`config.mk`:
```
export PLATFORM = sky130hd
export DESIGN_NAME = s_axis_cc_arb
export DESIGN_NICKNAME = d
export VERILOG_FILES = /design/src/rtl/pcie_cc_pkg.sv /design/src/rtl/axis_skid_reg.sv /design/src/rtl/s_axis_cc_arb.sv
export SDC_FILE = /design/constraint.sdc
export NUM_CORES = 1
export LEC_CHECK = 0
export CELL_PAD_IN_SITES_DETAIL_PLACEMENT = 1
export CELL_PAD_IN_SITES_GLOBAL_PLACEMENT = 1
export CORE_AREA = 10 10 337 339
export DETAILED_ROUTE_END_ITERATION = 8
export DIE_AREA = 0 0 347 349
export GPL_TIMING_DRIVEN = 0
export PLACE_DENSITY_LB_ADDON = 0.1
export SLEW_MARGIN = 0
export SYNTH_ARGS = -nofsm -noshare
export SYNTH_HDL_FRONTEND = slang
export SYNTH_SLANG_ARGS = --single-unit
export TNS_END_PERCENT = 10
```
`constraint.sdc`:
```
create_clock -name user_clk -period 6.6 [get_ports user_clk]
set_input_delay 0.66 -clock user_clk [delete_from_list [all_inputs] [get_ports user_clk]]
set_output_delay 0.66 -clock user_clk [all_outputs]
set_load 0.005 [all_outputs]
```
`src/rtl/pcie_cc_pkg.sv`:
```
// Definitions shared by the PCIe completer-completion (CC) stream blocks.
package pcie_cc_pkg;

    localparam int unsigned CC_TUSER_W    = 4;
    localparam int unsigned CC_TUSER_ECRC = 0;
    localparam int unsigned CC_TUSER_DISC = 3;

    typedef enum logic {IDLE, PASS} cc_arb_state_e;

endpackage

```
`src/rtl/axis_skid_reg.sv`:
```
// Two-entry registered skid buffer; input ready depends only on occupancy, never on out_ready_i.
module axis_skid_reg #(
    parameter int unsigned WIDTH = 8
) (
    input  logic             clk_i,
    input  logic             rst_ni,
    input  logic             in_valid_i,
    output logic             in_ready_o,
    input  logic [WIDTH-1:0] in_data_i,
    output logic             out_valid_o,
    input  logic             out_ready_i,
    output logic [WIDTH-1:0] out_data_o
);

    logic [1:0]       count_q, count_d;
    logic [WIDTH-1:0] head_q, head_d, tail_q, tail_d;
    logic             ready_q, ready_d, valid_q, valid_d;
    logic             push, pop;

    always_comb begin
        push    = in_valid_i & ready_q;
        pop     = valid_q & out_ready_i;
        count_d = count_q;
        head_d  = head_q;
        tail_d  = tail_q;
        case ({push, pop})
            2'b10: begin
                if (count_q == 2'd0) head_d = in_data_i;
                else                 tail_d = in_data_i;
                count_d = count_q + 2'd1;
            end
            2'b01: begin
                head_d  = tail_q;
                count_d = count_q - 2'd1;
            end
            // Push with pop only happens at count 1 (ready is low when full).
            2'b11:   head_d = in_data_i;
            default: ;
        endcase
        ready_d = (count_d != 2'd2);
        valid_d = (count_d != 2'd0);
    end

    always_ff @(posedge clk_i or negedge rst_ni) begin
        if (!rst_ni) begin
            count_q <= 2'd0;
            head_q  <= '0;
            tail_q  <= '0;
            ready_q <= 1'b1;
            valid_q <= 1'b0;
        end else begin
            count_q <= count_d;
            head_q  <= head_d;
            tail_q  <= tail_d;
            ready_q <= ready_d;
            valid_q <= valid_d;
        end
    end

    assign in_ready_o  = ready_q;
    assign out_valid_o = valid_q;
    assign out_data_o  = head_q;

endmodule

```
`src/rtl/s_axis_cc_arb.sv`:
```
// Packet-granular round-robin arbiter merging several CC AXI-Stream sources into one,
// holding each grant until tlast and feeding a two-entry skid on the output.
module s_axis_cc_arb
    import pcie_cc_pkg::*;
#(
    parameter int unsigned NUM_PORTS  = 2,
    parameter int unsigned DATA_WIDTH = 256,
    parameter int unsigned KEEP_WIDTH = DATA_WIDTH / 8
) (
    input  logic                             user_clk,
    input  logic                             user_reset_n,
    input  logic [NUM_PORTS-1:0]             s_tvalid,
    output logic [NUM_PORTS-1:0]             s_tready,
    input  logic [NUM_PORTS-1:0]             s_tlast,
    input  logic [NUM_PORTS*DATA_WIDTH-1:0]  s_tdata,
    input  logic [NUM_PORTS*KEEP_WIDTH-1:0]  s_tkeep,
    input  logic [NUM_PORTS*CC_TUSER_W-1:0]  s_tuser,
    output logic                             m_tvalid,
    input  logic [3:0]                       m_tready,
    output logic                             m_tlast,
    output logic [DATA_WIDTH-1:0]            m_tdata,
    output logic [KEEP_WIDTH-1:0]            m_tkeep,
    output logic [CC_TUSER_W-1:0]            m_tuser,
    output logic [$clog2(NUM_PORTS)-1:0]     grant_id,
    output logic                             busy
);

    localparam int unsigned IdW   = $clog2(NUM_PORTS);
    localparam int unsigned SkidW = CC_TUSER_W + KEEP_WIDTH + 1 + DATA_WIDTH;

    cc_arb_state_e           state_q;
    logic [IdW-1:0]          rr_q, grant_q, pick;
    logic                    found;
    logic                    sel_valid, sel_last, in_valid, in_hs;
    logic [DATA_WIDTH-1:0]   sel_data;
    logic [KEEP_WIDTH-1:0]   sel_keep;
    logic [CC_TUSER_W-1:0]   sel_user;
    logic                    skid_ready, skid_valid;
    logic [SkidW-1:0]        skid_out;
    logic                    unused_m_tready;

    // First requesting port at or after rr_q, wrapping modulo NUM_PORTS.
    always_comb begin
        int unsigned idx;
        idx   = 0;
        found = 1'b0;
        pick  = '0;
        for (int unsigned i = 0; i < NUM_PORTS; i++) begin
            idx = (32'(rr_q) + i) % NUM_PORTS;
            if (!found && s_tvalid[idx]) begin
                found = 1'b1;
                pick  = IdW'(idx);
            end
        end
    end

    always_comb begin
        sel_valid = s_tvalid[grant_q];
        sel_last  = s_tlast[grant_q];
        sel_data  = s_tdata[grant_q*DATA_WIDTH +: DATA_WIDTH];
        sel_keep  = s_tkeep[grant_q*KEEP_WIDTH +: KEEP_WIDTH];
        sel_user  = s_tuser[grant_q*CC_TUSER_W +: CC_TUSER_W];
        in_valid  = (state_q == PASS) & sel_valid;
        in_hs     = in_valid & skid_ready;
        s_tready  = '0;
        if (state_q == PASS) s_tready[grant_q] = skid_ready;
    end

    always_ff @(posedge user_clk or negedge user_reset_n) begin
        if (!user_reset_n) begin
            state_q <= IDLE;
            rr_q    <= '0;
            grant_q <= '0;
        end else begin
            case (state_q)
                IDLE: begin
                    if (found) begin
                        grant_q <= pick;
                        state_q <= PASS;
                    end
                end
                PASS: begin
                    if (in_hs && sel_last) begin
                        rr_q    <= (32'(grant_q) == NUM_PORTS - 1) ? '0 : grant_q + 1'b1;
                        state_q <= IDLE;
                    end
                end
                default: state_q <= IDLE;
            endcase
        end
    end

    axis_skid_reg #(
        .WIDTH (SkidW)
    ) u_skid (
        .clk_i       (user_clk),
        .rst_ni      (user_reset_n),
        .in_valid_i  (in_valid),
        .in_ready_o  (skid_ready),
        .in_data_i   ({sel_user, sel_keep, sel_last, sel_data}),
        .out_valid_o (skid_valid),
        .out_ready_i (m_tready[0]),
        .out_data_o  (skid_out)
    );

    assign {m_tuser, m_tkeep, m_tlast, m_tdata} = skid_out;
    assign m_tvalid        = skid_valid;
    assign grant_id        = grant_q;
    // A full skid outside PASS can only be holding the penultimate and final beats.
    assign busy            = (state_q == PASS) | ~skid_ready;
    assign unused_m_tready = ^m_tready[3:1];

endmodule

```
==> results.yml <==
status:
  outcome: "complete, no violations"
sta:
  fmax_ghz: 0.2355
  skew_ps: 23.85
  worstMarginPinSlew_ps: 1367
  fin_crit_ps: 4246
  rsz0062_at_grt: "false"
  fin_crit_sh_pct: 64.34
  hold_violations: 0
  holdWs_ps: 19.41
  setup_viol: 0
  finalSetupTns_ps: 0
  slew_headroom_pct: 8.846
  drv_slew: 0
route:
  drc: 0
  wl_per_cell_um: 26.00
  wirelength_mm: 140.3
  via_count: 27630
  routed_via_density: 5.121
  route.antenna.remaining_nets: 0
  drtIter0Drc: 1669
  drtPass1Iterations: 5
synth:
  post-synth-top-area-fraction_pct: 50.63
  synth_cells: 2976
  synth.largest_area_cell: "dfrtp_1"
  synth_area_leaders: "dfrtp_1 (51%), a21oi_1 (15%), o221a_1 (11%)"
  synth_area_per_cell_um2: 9.831
  yosysWarnings: 0
  synth-seq-cells: 593
  synth_enable_flop_cells: 0
  seq_area_frac_synth_pct: 50.72
  synthesis.nets: 3570
  netlist_area_um2: 29260
  ys.flop_type: "dfrtp_1"
  synth_cell_types: 26
  async_flop_share_pct: 100.0
clocking:
  cts_buffers: 73
  post_cts_buffers: 0
  clk-insertion-delay-late_ps: 620
  clkTransAtPathRegs_ps: 60
  htree_num_levels: 3
  cts_hold_buffers: 0
  cts.path.max_buffers: 3
  root_buffer: "clkbuf_16"
  cts_sinks: 593
  cts-resized-gates: 0
  tritoncts: "yes"
pwr:
  p_per_area_nw_per_um2: 515.8
  ir_drop_mv: 0.1917
  power.internal_mw: 12.80
  p_seq_share_pct: 29.5
  net-switching-power_mw: 9.082
  swShare_pct: 41.51
  pwr-share-comb_pct: 52.2
  pwr-share-clk_pct: 18.3
  leakage_nw: 16.48
worst_setup_path:
  critPathSlowestCell: "buf_1"
  critical_path_class: "register to output pin"
  crit_top_cell: "buf_2"
  max_stage_delay_ps: 790
  worstPathRequired_ps: 5940
  crit_chain: "buf_2, buf_2, buf_1, and3_1, clkdlybuf4s50_1"
  worstPathArrival_ps: 3590
  cp_max_fo: 10
  crit_path_end_kind: "output pin"
  crit_path_start_kind: "register"
floorplan:
  core_area_um2: 106600
  die_w_um: 347
  die-height_um: 349
  die_area_um2: 121100
  rows: 120
  initial_core_util_pct: 27.45
  pin_count: 892
layout:
  fill_cells: 12029
  syn_to_final_growth_pct: 44.95
  nNetsFinal: 4540
  final_layout_size_suffix_gt1_share_pct: 4.235
worst_hold_path:
  min_path_type: "input pin to asynchronous set/reset pin"
grt:
  grt_pass1_vias: 29720
  grt.total_usage_pct: 22.20
  grt-ovfl-total: 0
  grt_start_max_net_pins: 111
  grt_antenna_before_repair: 7
  grt_pass1_wl_mm: 204.3
placement:
  globalplace.congestion: 0.7800
  dpl.hpwl_mm: 108.0
  port_buffers: 888
flow_run:
  cap_violations: 0
flip-flops by register name, indices dropped and copies added, names as in the netlist:
register            count
u_skid.count_q          2
u_skid.in_ready_o       1
u_skid.out_valid_o      1
grant_id                1
u_skid.tail_q         293
u_skid.out_data_o     293
rr_q                    1
state_q                 1
layout by cell type (no fill, tap or decap), types with 3 or more instances in the layout:
| cell type | Yosys | routed |
|---|---|---|
| a21oi_1 | 881 | 881 |
| buf_1 | 11 | 11 |
| buf_16 | 0 | 6 |
| buf_2 | 27 | 27 |
| buf_6 | 30 | 30 |
| clkbuf_1 | 228 | 245 |
| clkbuf_16 | 0 | 79 |
| clkbuf_8 | 0 | 14 |
| clkdlybuf4s50_1 | 0 | 887 |
| clkinv_2 | 0 | 5 |
| dfrtp_1 | 592 | 592 |
| mux2i_1 | 296 | 296 |
| nand2_1 | 298 | 298 |
| nor2_1 | 298 | 298 |
| nor3_1 | 3 | 3 |
| o221a_1 | 293 | 293 |
Yosys cell counts (2+ instances only):
library cell    n
a21oi_1       881
dfrtp_1       592
nand2_1       298
nor2_1        298
mux2i_1       296
o221a_1       293
clkbuf_1      228
buf_6          30
buf_2          27
buf_1          11
nor3_1          3
a31oi_1         2
a32oi_1         2
and2_1          2
and3_1          2
worst paths after layout:
path | endpoint | startpoint | cells after the start | slack [ps]
max in group asynchronous | u_skid.tail_q[75]$_DFFE_PN0P_ | user_reset_n | 3 | 5120
hold reg to reg | u_skid.tail_q[66]$_DFFE_PN0P_ | u_skid.tail_q[66]$_DFFE_PN0P_ | 2 | 520
hold / removal | u_skid.tail_q[189]$_DFFE_PN0P_ | user_reset_n | 1 | 20
setup reg to reg | u_skid.out_data_o[130]$_DFFE_PN0P_ | grant_id$_DFFE_PN0P_ | 7 | 2420
min in group user_clk | u_skid.tail_q[66]$_DFFE_PN0P_ | u_skid.tail_q[66]$_DFFE_PN0P_ | 2 | 520
setup / recovery | s_tready[1] | grant_id$_DFFE_PN0P_ | 5 | 2350
power by group through the flow:
| stage | clock network (mW) | registers [mW] | logic [mW] |
|---|---|---|---|
| finish | 4.00 | 6.45 | 11.4 |
| detailed placement | 0 | 6.50 | 11.6 |
| global placement | 0 | 6.51 | 11.4 |
| global route | 4.28 | 6.68 | 12.5 |
| CTS | 4.12 | 6.46 | 11.6 |
| floorplan | 0 | 6.35 | 6.17 |
kinds of logic after synthesis:
| kind of cell | synth area share [%] |
|---|---|
| XOR/XNOR | 0.05988 |
| buffers and inverters | 4.695 |
| AO/OA/AOI/OAI | 26.49 |
| AND/OR/NAND/NOR | 7.864 |
| multiplexers | 10.17 |
| flip-flops | 50.72 |
critical path, delay by kind of cell (launching register included):
family / cells / cell delay [ps]
buffers and inverters: 4 / 2280
DFF: 1 / 360
and+or+nand+nor: 1 / 320
per-layer routing:
layer	global-route usage, %	wire, um
met2	39.08	69790
met1	27.19	59100
met5	0	29
met4	4.171	2509
met3	5.885	8864
cell type report:
| cell class | instances | area [um^2] | area share (%) |
|---|---|---|---|
| multi-input cells | 2086 | 13040 | 30.76 |
| clock inverters | 10 | 87.58 | 0.2065 |
| diodes | 1 | 2.502 | 0.005900 |
| well taps | 1403 | 1755 | 4.139 |
| flip-flops and latches | 593 | 14840 | 34.99 |
| repair buffers | 895 | 9074 | 21.39 |
| clock buffers | 110 | 2233 | 5.266 |
| inverters | 1 | 3.754 | 0.008851 |
| plain buffers | 296 | 1370 | 3.230 |
through the flow:
step	util [%]	power, mW	instances	setup slack [ps]	area (um^2)
after floorplan	-	12.52	2976	4293	29260
after global placement	37.43	17.95	5267	-24460	39900
after detailed placement	37.59	18.07	5273	2104	40070
after CTS	39.77	22.20	5393	2089	42390
after global routing	39.78	23.45	5395	2234	42410
final	39.78	21.88	5395	2354	42410
No activity file was read; power rests on OpenSTA's default activity.
